[src/rtl/edc_scrubber.sv]
// -----------------------------------------------------------------------------
// edc_scrubber
//
// Background scrubber and arbiter between the CPU-side Wishbone master and the
// EDC-protected memory port. CPU traffic and periodic scrub reads share the one
// memory port. A scrub read that the corrector flags as corrected is followed by
// a write of the corrected word back to the same address. The first
// uncorrectable scrub error is logged until software clears it.
//
// Optional feature macro: EDC_SCRUB_STATS_EN
//   defined   -> saturating corrected/uncorrectable scrub error counters
//   undefined -> no counter registers, o_ce_count/o_ue_count tied to 0
//
// Ports
//   i_clk, i_rst          clock, synchronous active-high reset
//   i_mem_ctrl            scrub range: 0 = 128MB, 1 = 32MB
//   i_scrub_en            enables the scrub interval timer
//   i_m_*                 CPU Wishbone request (adr/sel/we/dat/cyc/stb)
//   o_m_dat/ack/err       CPU Wishbone response
//   o_s_*                 request to the EDC memory (adr/sel/we/dat/cyc/stb)
//   i_s_dat/ack/err       EDC memory response (err = uncorrectable)
//   i_s_ce                corrected-error flag, valid with i_s_ack
//   o_busy                scrub read or writeback in progress
//   o_pass_done           one-cycle pulse when the scrub address wraps
//   o_ue_valid, o_ue_adr  uncorrectable-error log
//   i_ue_clr              clears o_ue_valid
//   o_ce_count, o_ue_count  scrub error statistics
// -----------------------------------------------------------------------------
module edc_scrubber #(
    parameter int WB_DWIDTH      = 32,
    parameter int WB_SWIDTH      = 4,
    parameter int SCRUB_INTERVAL = 1024,
    parameter int CNT_WIDTH      = 16
) (
    input  logic                 i_clk,
    input  logic                 i_rst,
    input  logic                 i_mem_ctrl,
    input  logic                 i_scrub_en,
    input  logic [31:0]          i_m_adr,
    input  logic [WB_SWIDTH-1:0] i_m_sel,
    input  logic                 i_m_we,
    input  logic [WB_DWIDTH-1:0] i_m_dat,
    input  logic                 i_m_cyc,
    input  logic                 i_m_stb,
    output logic [WB_DWIDTH-1:0] o_m_dat,
    output logic                 o_m_ack,
    output logic                 o_m_err,
    output logic [31:0]          o_s_adr,
    output logic [WB_SWIDTH-1:0] o_s_sel,
    output logic                 o_s_we,
    output logic [WB_DWIDTH-1:0] o_s_dat,
    output logic                 o_s_cyc,
    output logic                 o_s_stb,
    input  logic [WB_DWIDTH-1:0] i_s_dat,
    input  logic                 i_s_ack,
    input  logic                 i_s_err,
    input  logic                 i_s_ce,
    output logic                 o_busy,
    output logic                 o_pass_done,
    output logic                 o_ue_valid,
    output logic [31:0]          o_ue_adr,
    input  logic                 i_ue_clr,
    output logic [CNT_WIDTH-1:0] o_ce_count,
    output logic [CNT_WIDTH-1:0] o_ue_count
);

    localparam int          TMR_W      = $clog2(SCRUB_INTERVAL);
    localparam logic [31:0] LIMIT_128M = 32'h07FF_FFFC;
    localparam logic [31:0] LIMIT_32M  = 32'h01FF_FFFC;

    typedef enum logic [1:0] {
        IDLE,
        CPU,
        SCRUB_RD,
        SCRUB_WB
    } state_t;

    state_t               r_state;
    logic [TMR_W-1:0]     r_timer;
    logic                 r_scrub_pend;
    logic [31:0]          r_scrub_adr;
    logic [WB_DWIDTH-1:0] r_wb_dat;
    logic                 r_busy;
    logic                 r_pass_done;
    logic                 r_ue_valid;
    logic [31:0]          r_ue_adr;

    logic                 w_cpu_req;
    logic                 w_timer_exp;
    logic [31:0]          w_limit;
    logic                 w_wrap;
    logic                 w_advance;
    logic                 w_ue_hit;
    logic [31:0]          w_scrub_adr_nxt;

    assign w_cpu_req   = i_m_cyc & i_m_stb;
    assign w_timer_exp = i_scrub_en && (r_timer == TMR_W'(SCRUB_INTERVAL - 1));
    assign w_limit     = i_mem_ctrl ? LIMIT_32M : LIMIT_128M;
    // Compare against the limit before advancing, so an address already past
    // the 32MB limit (range switched mid-pass) also wraps on its next advance.
    assign w_wrap      = (r_scrub_adr >= w_limit);

    // Uncorrectable scrub read; ack takes priority if both arrive together.
    assign w_ue_hit  = (r_state == SCRUB_RD) && !i_s_ack && i_s_err;
    // A scrubbed word is finished after a clean read, an uncorrectable read,
    // or the end of its writeback.
    assign w_advance = ((r_state == SCRUB_RD) && i_s_ack && !i_s_ce) ||
                       w_ue_hit ||
                       ((r_state == SCRUB_WB) && (i_s_ack || i_s_err));

    assign w_scrub_adr_nxt = !w_advance ? r_scrub_adr :
                             w_wrap     ? 32'h0 :
                                          {r_scrub_adr[31:2] + 30'd1, 2'b00};

    // NOTE: sequential state uses non-blocking assignments only, so every
    // always_ff reads the pre-edge value of every register regardless of order.
    always_ff @(posedge i_clk) begin
        if (i_rst) begin
            r_timer     <= '0;
            r_scrub_adr <= 32'h0;
        end else begin
            r_scrub_adr <= w_scrub_adr_nxt;
            if (!i_scrub_en || w_timer_exp) begin
                r_timer <= '0;
            end else begin
                r_timer <= r_timer + 1'b1;
            end
        end
    end

    // Arbiter / scrub sequencer.
    always_ff @(posedge i_clk) begin
        if (i_rst) begin
            r_state      <= IDLE;
            r_scrub_pend <= 1'b0;
            r_busy       <= 1'b0;
            r_pass_done  <= 1'b0;
        end else begin
            r_pass_done <= w_advance && w_wrap;
            case (r_state)
                IDLE: begin
                    // CPU always wins a tie with a pending scrub.
                    if (w_cpu_req) begin
                        r_state <= CPU;
                    end else if (r_scrub_pend) begin
                        r_state      <= SCRUB_RD;
                        r_busy       <= 1'b1;
                        r_scrub_pend <= 1'b0;
                    end
                end
                CPU: begin
                    if (i_s_ack || i_s_err) begin
                        r_state <= IDLE;
                    end
                end
                SCRUB_RD: begin
                    if (i_s_ack && i_s_ce) begin
                        r_state <= SCRUB_WB;
                    end else if (i_s_ack || i_s_err) begin
                        r_state <= IDLE;
                        r_busy  <= 1'b0;
                    end
                end
                SCRUB_WB: begin
                    if (i_s_ack || i_s_err) begin
                        r_state <= IDLE;
                        r_busy  <= 1'b0;
                    end
                end
                default: begin
                    r_state <= IDLE;
                    r_busy  <= 1'b0;
                end
            endcase
            // A fresh expiry overrides the grant-clear above; only one scrub
            // is ever pending, further expiries are absorbed.
            if (w_timer_exp) begin
                r_scrub_pend <= 1'b1;
            end
        end
    end

    // NOTE: the corrected-word holding register is pure datapath and is always
    // loaded before it is used, so it deliberately has no reset.
    always_ff @(posedge i_clk) begin
        if ((r_state == SCRUB_RD) && i_s_ack) begin
            r_wb_dat <= i_s_dat;
        end
    end

    // First-error log: a clear in the same cycle as a new error re-arms the
    // log and captures the new address.
    always_ff @(posedge i_clk) begin
        if (i_rst) begin
            r_ue_valid <= 1'b0;
            r_ue_adr   <= 32'h0;
        end else if (w_ue_hit && (!r_ue_valid || i_ue_clr)) begin
            r_ue_valid <= 1'b1;
            r_ue_adr   <= r_scrub_adr;
        end else if (i_ue_clr) begin
            r_ue_valid <= 1'b0;
        end
    end

`ifdef EDC_SCRUB_STATS_EN
    logic [CNT_WIDTH-1:0] r_ce_count;
    logic [CNT_WIDTH-1:0] r_ue_count;

    // Only scrub-path errors are counted; both counters saturate.
    always_ff @(posedge i_clk) begin
        if (i_rst) begin
            r_ce_count <= '0;
            r_ue_count <= '0;
        end else begin
            if ((r_state == SCRUB_RD) && i_s_ack && i_s_ce && (r_ce_count != '1)) begin
                r_ce_count <= r_ce_count + 1'b1;
            end
            if (w_ue_hit && (r_ue_count != '1)) begin
                r_ue_count <= r_ue_count + 1'b1;
            end
        end
    end

    assign o_ce_count = r_ce_count;
    assign o_ue_count = r_ue_count;
`else
    assign o_ce_count = '0;
    assign o_ue_count = '0;
`endif

    // Memory-port mux. CPU traffic passes straight through; the CPU response
    // is suppressed whenever the port belongs to the scrubber.
    // NOTE: every output gets a default before the case so no latch is
    // inferred on paths that do not assign it.
    always_comb begin
        o_s_adr = 32'h0;
        o_s_sel = '0;
        o_s_we  = 1'b0;
        o_s_dat = '0;
        o_s_cyc = 1'b0;
        o_s_stb = 1'b0;
        o_m_dat = '0;
        o_m_ack = 1'b0;
        o_m_err = 1'b0;
        case (r_state)
            CPU: begin
                o_s_adr = i_m_adr;
                o_s_sel = i_m_sel;
                o_s_we  = i_m_we;
                o_s_dat = i_m_dat;
                o_s_cyc = i_m_cyc;
                o_s_stb = i_m_stb;
                o_m_dat = i_s_dat;
                o_m_ack = i_s_ack;
                o_m_err = i_s_err;
            end
            SCRUB_RD: begin
                o_s_adr = r_scrub_adr;
                o_s_sel = '1;
                o_s_cyc = 1'b1;
                o_s_stb = 1'b1;
            end
            SCRUB_WB: begin
                o_s_adr = r_scrub_adr;
                o_s_sel = '1;
                o_s_we  = 1'b1;
                o_s_dat = r_wb_dat;
                o_s_cyc = 1'b1;
                o_s_stb = 1'b1;
            end
            default: begin
            end
        endcase
    end

    assign o_busy      = r_busy;
    assign o_pass_done = r_pass_done;
    assign o_ue_valid  = r_ue_valid;
    assign o_ue_adr    = r_ue_adr;

endmodule
[config.mk]
export PLATFORM = sky130hd
export DESIGN_NAME = edc_scrubber
export DESIGN_NICKNAME = d
export VERILOG_FILES = /design/src/rtl/edc_scrubber.sv
export SDC_FILE = /design/constraint.sdc
export NUM_CORES = 1
export LEC_CHECK = 0
export BUFFER_PORTS_ARGS = -buffer_cell sky130_fd_sc_hd__buf_2
export CORE_AREA = 2 2 112 114
export CTS_BUF_LIST = sky130_fd_sc_hd__clkbuf_4 sky130_fd_sc_hd__clkbuf_8
export DETAILED_ROUTE_END_ITERATION = 16
export DIE_AREA = 0 0 114 116
export GPL_ROUTABILITY_DRIVEN = 0
export PLACE_DENSITY = 0.92
export SYNTH_ARGS = -nofsm -noshare
export SYNTH_HDL_FRONTEND = slang
export SYNTH_SLANG_ARGS = --single-unit
[constraint.sdc]
create_clock -name i_clk -period 3.1 [get_ports i_clk]
set_clock_uncertainty 0.1 [all_clocks]
set_input_delay 0 -clock i_clk [delete_from_list [all_inputs] [get_ports i_clk]]
set_output_delay 0 -clock i_clk [all_outputs]
set_load 0.05 [all_outputs]
==> results of run 1 <==
## power by group through the flow
stage | combinational [mW] | clock [mW] | sequential (mW)
floorplan | 0.239 | 0 | 1.49
global placement | 0.307 | 0 | 1.49
detailed placement | 0.311 | 0 | 1.49
CTS | 0.350 | 1.10 | 1.45
global route | 0.376 | 1.15 | 1.45
finish | 0.356 | 1.07 | 1.45
## synth_stat cells (2+ instances only)
cell type,n,area (sq um)
a21o_1,7,52.55
a21oi_1,35,175.2
a22o_1,30,262.8
and2_1,38,237.7
and3_1,5,31.28
and3b_1,2,17.52
and4_1,4,35.03
buf_1,4,15.01
buf_2,7,35.03
buf_4,34,255.2
buf_6,3,33.78
clkbuf_1,30,112.6
dfxtp_1,76,1521
edfxtp_1,32,960.9
ha_1,4,50.05
inv_1,4,15.01
mux2i_1,33,330.3
nand2_1,75,281.5
nand2b_1,3,18.77
nand3_1,15,75.07
nand3b_1,2,15.01
nand4_1,7,43.79
nor2_1,51,191.4
nor2b_1,34,212.7
nor3_1,10,50.05
nor4_1,9,56.30
nor4b_1,2,17.52
o21a_1,2,15.01
o21ai_0,3,15.01
or2_2,3,18.77
or4_1,3,22.52
xnor2_1,29,254.0
xor2_1,8,70.07
## layout by cell type (no fill, tap or decap), types with 2 or more instances in the layout
cell type / count
a21o_1: 7
a21oi_1: 35
a22o_1: 30
and2_1: 38
and3_1: 5
and3b_1: 2
and4_1: 4
buf_2: 248
buf_4: 10
bufinv_16: 3
clkbuf_8: 9
conb_1: 34
dfxtp_1: 75
diode_2: 3
dlygate4sd3_1: 42
edfxtp_1: 32
ha_1: 4
inv_1: 4
inv_6: 3
mux2i_1: 33
nand2_1: 75
nand2b_1: 3
nand3_1: 15
nand3b_1: 2
nand4_1: 7
nor2_1: 51
nor2b_1: 32
nor3_1: 10
nor4_1: 9
nor4b_1: 2
o21a_1: 2
o21ai_0: 3
or2_2: 3
or4_1: 3
xnor2_1: 29
xor2_1: 8
## routing by layer
layer	share of wire [%]	global-route usage (%)	vias to the layer above
li1	-	-	2548
met1	41	29.52	2503
met2	50	42.46	195
met3	6.5	7.061	30
met4	2.3	8.780	0
met5	0	0	-
## registers in the layout, summed over array words and instances (netlist names)
name and flops:
r_scrub_pend 1, o_ue_adr 30, o_pass_done 1, r_state 2, r_timer 10, r_scrub_adr 30, o_ue_valid 1, r_wb_dat 32
o_busy 1
## cells by family after synthesis
| family | after synthesis | share of synthesized area, % |
|---|---|---|
| buffers and inverters | 83 | 8.481 |
| adders and majority gates | 4 | 0.8999 |
| AOI/OAI and AO/OA | 81 | 10.01 |
| other | 1 | 0.06743 |
| xor gates and xnor gates | 37 | 5.827 |
| DFF | 108 | 44.63 |
| and+or+nand+nor | 265 | 24.14 |
| muxes | 33 | 5.939 |
## cell type report
type / instances / area [sq um]
Antenna cell: 3 / 7.507
Clock buffer: 9 / 123.9
Clock inverter: 7 / 127.6
Fill cell: 1012 / 4489
Inverter: 4 / 15.01
Multi-Input combinational cell: 454 / 2741
Sequential cell: 108 / 2486
Tap cell: 147 / 183.9
Timing Repair Buffer: 300 / 1737
## worst max-delay path: cells and delay by family
kind            cells  cell delay, ps
simple gates        2             310
compound gates      1              60
buf+inv             5            2420
## worst max path at each step
stage                      endpoint  slack, ps  cells after the start
global route             r_state[0]        460                      8
floorplan               r_wb_dat[0]        410                      4
global placement    r_scrub_adr[17]        890                      8
detailed placement   r_scrub_adr[7]        800                      8
finish                   r_state[0]        550                      8
CTS                      r_state[0]        620                      8
## what timing repair did
| action | in CTS | in global routing |
|---|---|---|
| hold buffers | 42 | 0 |
| resized for setup | 0 | 0 |
| hold endpoints to repair | 40 | 0 |
## through the flow
stage	utilization, %	instances
2_1_floorplan	-	645
3_3_place_gp	56.61	971
3_5_place_dp	56.61	971
4_1_cts	62.25	1029
5_1_grt	62.31	1032
6_report	62.31	1032
==> summary.md, run 1 <==
| Metric | Value |
|---|---|
| Result of the run | finished, final reports clean |
| Final #Nets | 992 |
| Maximum ir drop on the vdd rail | 305.6 uV |
| Count of flip-flops with a built-in enable after synthesis | 32 |
| Top Ports | 283 |
| Worst path required time | roughly 3300 ps |
| Total Routed Length | 16530 um |
| Worst setup slack before clock tree synthesis | about 800 ps |
| Inserted Clock Buffers | 9 |
| First DRT Iteration DRCs | 345 |
| Net switching power | 760.2 uW |
| Sequential power share | 50.4% |
| Gr ovfl total | 0 |
| Async set-or-reset flop fraction in the synthesized netlist | 0% |
| First-pass GRT wire length | ~25000 um |
| Full die area | roughly 13000 sq um |
| Overall power consumption | 2.881 mW |
| MaxCap Viol Count | 0 |
| Setup TNS | 0 ps |
| Overall die width | 114 um |
| Wirelength per Cell | 16.02 um |
| Max-Slew Margin vs Limit | 21.74% |
| Total leakage power | 3.326 nW |
| Transition time at the pin with the least slew margin | 1174 ps |
| Yosys warning total | 0 |
| Sinks on the clock net | 108 |
| Average cell area after synthesis | slightly above 9 sq um |
| Number of slew-limit violations in the final report | 0 |
| Count of input and output buffers | 248 |
| Most used DFF post-synth | dfxtp_1 |
| Post-CTS Setup Inserts | 0 |
| Number of rows in the core area | 40 |
| Post-DP HPWL | 11560 um |
| Crit Path Category | in2reg |
| Total routing resource utilization after global routing | 24.64% |
| Flops & latches, synth | 108 |
| Slowest CP cell | dlygate4sd3_1 |
| Initial core utilization | 46.69% |
| Share of power burned in the clock network | 37.2% |
| Number of remaining DRC errors | 0 |
| Post-synthesis to final-layout area growth | 33.45% |
| Die height | 116 um |
| Class of the tightest hold or removal check | in2reg |
| Number of standard cells after synthesis | between 600 and 700 |
| Max clock buf depth | 2 |
| Antenna violations before repair | 3 |
| Combined area of all synthesized cells | 5562 sq um |
| Antenna Violating Nets Remaining | 0 |
| Crit path max fanout | 5 |
| Final hold violation count | 0 |
| Final number of setup-violating endpoints | 0 |
| Reg-to-reg endpoint | r_state[0] |
| Vias per std cell | 5.112 |
| Startpoint of the most critical hold path | i_s_ack |
| Share of the yosys chip area belonging to registers | around 45% |
| Share of post-route cells with drive strength above 1 | 31.86% |
| Switch share | 26.39% |
| Achievable Freq | between 0.3 and 0.4 GHz |
| Arrival time worst endpoint | between 2000 and 3000 ps |
| CTS H-tree depth | 3 |
| Maximum number of pins on one net before global-route repair | 47 |
| Count of cell types in the netlist | 41 |
| R2r setup slk | 700 ps |
| Crit path launch | i_s_err |
| Cell depth of the worst min-delay path | 4 |
| Share of the clock period used by the worst path | between 80% and 90% |
| Vias in the first global route | 4953 |
| Power density relative to cell area | 388.1 nW/um^2 |
| Launch instance of the worst register-to-register path | r_state[1] |
| Via count | 5276 |
| Kind of end point of the critical path | flop |
| Unrepaired setup endpoints after global routing | false |
| CTS Root Buffer Type | clkbuf_8 |
| Clock transition at the registers of the reported paths | 100 ps |
| Hold_ws | 19.08 ps |
| Placeable Area | 11910 sq um |
| Fin crit period | 2551 ps |
| Delay of the slowest cell on the worst path | between 500 and 600 ps |
| Register-to-Register Path Depth | 6 |
| Final Cell Area | 7422 sq um |
| Most frequent cell on the critical path | dlygate4sd3_1 |
| Placement-stage cell area | 6743 sq um |
| Critical path, cell by cell | dlygate4sd3_1, buf_2, nor2_1, dlygate4sd3_1, a21oi_1, dlygate4sd3_1, nor3_1, dlygate4sd3_1 |
| Clk Latency, worst-skew pair | 390 ps |
| Startpoint type of the worst setup path | primary input |
| Part of the total power dissipated in combinational logic | about an eighth |
| Internal | 2.120 mW |
| TritonCTS clock tree | built |
| Number of detailed-route iterations in the first pass | 5 |
| Final critical-path setup slack | 548.8 ps |
| Worst hold path endpoint | r_state[1] |
Power figures use the tool's default switching activity.
==> run 2, diff against run 1 <==
==> constraint.sdc (replaced) <==
create_clock -name i_clk -period 2.6 [get_ports i_clk]
set_clock_uncertainty 0.1 [all_clocks]
set_input_delay 0 -clock i_clk [delete_from_list [all_inputs] [get_ports i_clk]]
set_output_delay 0 -clock i_clk [all_outputs]
set_load 0.05 [all_outputs]
==> summary.md, run 2 (synthesis gave the netlist of run 1 again) <==
| Metric | Value |
|---|---|
| Via count | approximately 5400 |
| Unrepaired setup endpoints after global routing | false |
| Cell depth of the worst min-delay path | 3 |
| Share of power burned in the clock network | about a third |
| Clock transition at the registers of the reported paths | 120 ps |
| Antenna diode count | 0 |
| Full die area | 13220 sq um |
| Vias per std cell | 5.150 |
| Post-layout utilization of the core | 63.35% |
| Number of flip-flops in the largest register | 32 |
| Number of remaining DRC errors | 0 |
| Final Cell Area | 7546 sq um |
| Internal | 2.247 mW |
| Power density relative to cell area | 419.5 nW/um^2 |
| Final hold violation count | 0 |
| Wirelength per Cell | roughly 16 um |
| Total Routed Length | roughly 17000 um |
| Most frequent cells in the layout | 247 x buf_2, 75 x nand2_1, 75 x dfxtp_1 |
| Post-synthesis to final-layout area growth | 35.68% |
| Result of the run | finished, final reports clean |
| Count of input and output buffers | 248 |
| Placeable Area | 11910 sq um |
| Startpoint of the most critical hold path | i_rst |
| MaxCap Viol Count | 0 |
| Share of post-route cells with drive strength above 1 | 33.78% |
| Final #Nets | 1013 |
| Total routing resource utilization after global routing | 24.50% |
| Register-to-Register Path Depth | 6 |
| Initial core utilization | 46.69% |
| Clk Latency, worst-skew pair | 390 ps |
| Top Ports | 283 |
| Max-Slew Margin vs Limit | between 50% and 60% |
| Crit Path Category | reg2reg |
| Setup TNS | 0 ps |
| Maximum number of pins on one net before global-route repair | 38 |
| Max clock buf depth | 2 |
| Worst hold path endpoint | r_scrub_adr[9] |
| Sequential power share | 54.7% |
| Maximum ir drop on the vdd rail | about 350 uV |
| Reg-to-reg endpoint | r_scrub_adr[17] |
| Net switching power | roughly 920 uW |
| First-pass GRT wire length | 25210 um |
| Part of the total power dissipated in combinational logic | 13.5% |
| CTS H-tree depth | 3 |
| TritonCTS clock tree | built |
| Overall die width | 114 um |
| Placement-stage cell area | 6914 sq um |
| Antenna Violating Nets Remaining | 0 |
| Number of detailed-route iterations in the first pass | 5 |
| Fin crit period | 2326 ps |
| Class of the tightest hold or removal check | in2reg |
| First DRT Iteration DRCs | 373 |
| Kind of end point of the critical path | flop |
| DP Cell Count | 990 |
| Switch share | ~29% |
| Post-DP HPWL | 11760 um |
| Launch instance of the worst register-to-register path | r_scrub_adr[5] |
| Crit path max fanout | 13 |
| Register bank with the most flops | r_wb_dat |
| Final number of setup-violating endpoints | 0 |
| Inserted Clock Buffers | 9 |
| Die height | 116 um |
| Transition time at the pin with the least slew margin | 666.3 ps |
| Total leakage power | 3.414 nW |
| Startpoint type of the worst setup path | flop |
| Number of rows in the core area | 40 |
| Achievable Freq | 0.4299 GHz |
| Number of slew-limit violations in the final report | 0 |
| Vias in the first global route | 4973 |
| Gr ovfl total | 0 |
| R2r setup slk | 270 ps |
| Share of the clock period used by the worst path | 89.46% |
| Antenna violations before repair | 0 |
| Final Non-Filler Cells | 1050 |
| Worst path required time | 2770 ps |
| Sinks on the clock net | 108 |
| Arrival time worst endpoint | 2500 ps |
| Leading cell type in the layout, fill and taps excluded | buf_2 |
| CTS Root Buffer Type | clkbuf_8 |
==> run 2: changes by cell type in the layout (fill, tap and decap cells not counted), sizes merged <==
cell	previous run	this run
buf	258	280
dlygate4sd3	42	41
clkinv	0	3
bufinv	3	0
diode	3	0
==> run 2: worst max path at each step <==
stage                         startpoint              end  slack, ps  cells after the start
after global placement    r_scrub_adr[2]  r_scrub_adr[18]         80                      6
after global routing      r_scrub_adr[4]  r_scrub_adr[17]        140                      6
after CTS                     r_state[0]      o_s_adr[12]        170                      5
final                     r_scrub_adr[5]  r_scrub_adr[17]        270                      6
after floorplan               r_state[1]      r_wb_dat[0]        240                      4
after detailed placement  r_scrub_adr[2]  r_scrub_adr[10]        -60                      6
==> run 2: final cells by class <==
type                            count  area [sq um]
Fill cell                         984          4365
Sequential cell                   108          2486
Clock buffer                        9         123.9
Tap cell                          147         183.9
Inverter                            4         15.01
Multi-Input combinational cell    454          2750
Clock inverter                      7         67.56
Timing Repair Buffer              321          1919
==> run 2: timing repair <==
action,4_1_cts,5_1_grt
buffers inserted,0,3
endpoints found under the hold margin,40,0
hold buffers,41,0
endpoints found under the setup margin,30,9
gates resized for setup,1,1
==> run 2: worst max-delay path, stage by stage, from the launching register on <==
cell and delay (ps):
dfxtp_1 350, buf_4 150, and3_1 180, nand4_1 540, nor4_1 660, xnor2_1 180
nor2_1 50
==> run 2: through the flow <==
| step | power, mW | hold WS, ps | setup slack [ps] |
|---|---|---|---|
| after floorplan | 2.056 | -1.131 | 238.9 |
| after global placement | 2.138 | 86.51 | 80.04 |
| after detailed placement | 2.142 | 88.87 | -62.25 |
| after CTS | 3.175 | 37.99 | 165.8 |
| after global routing | 3.269 | 51.58 | 137.0 |
| final | 3.165 | 19.95 | 274.0 |
==> run 2: power groups by stage <==
stage	clock network [mW]	logic (mW)	registers [mW]
floorplan	0	0.285	1.77
global placement	0	0.367	1.77
detailed placement	0	0.371	1.77
CTS	1.02	0.417	1.73
global route	1.08	0.451	1.73
finish	1.01	0.427	1.73
==> run 2: per-layer routing <==
metal	GRT usage, %	routed length, um
met2	43.77	8751
met4	7.724	384
met3	5.282	954
met5	0	0
met1	29.56	6631
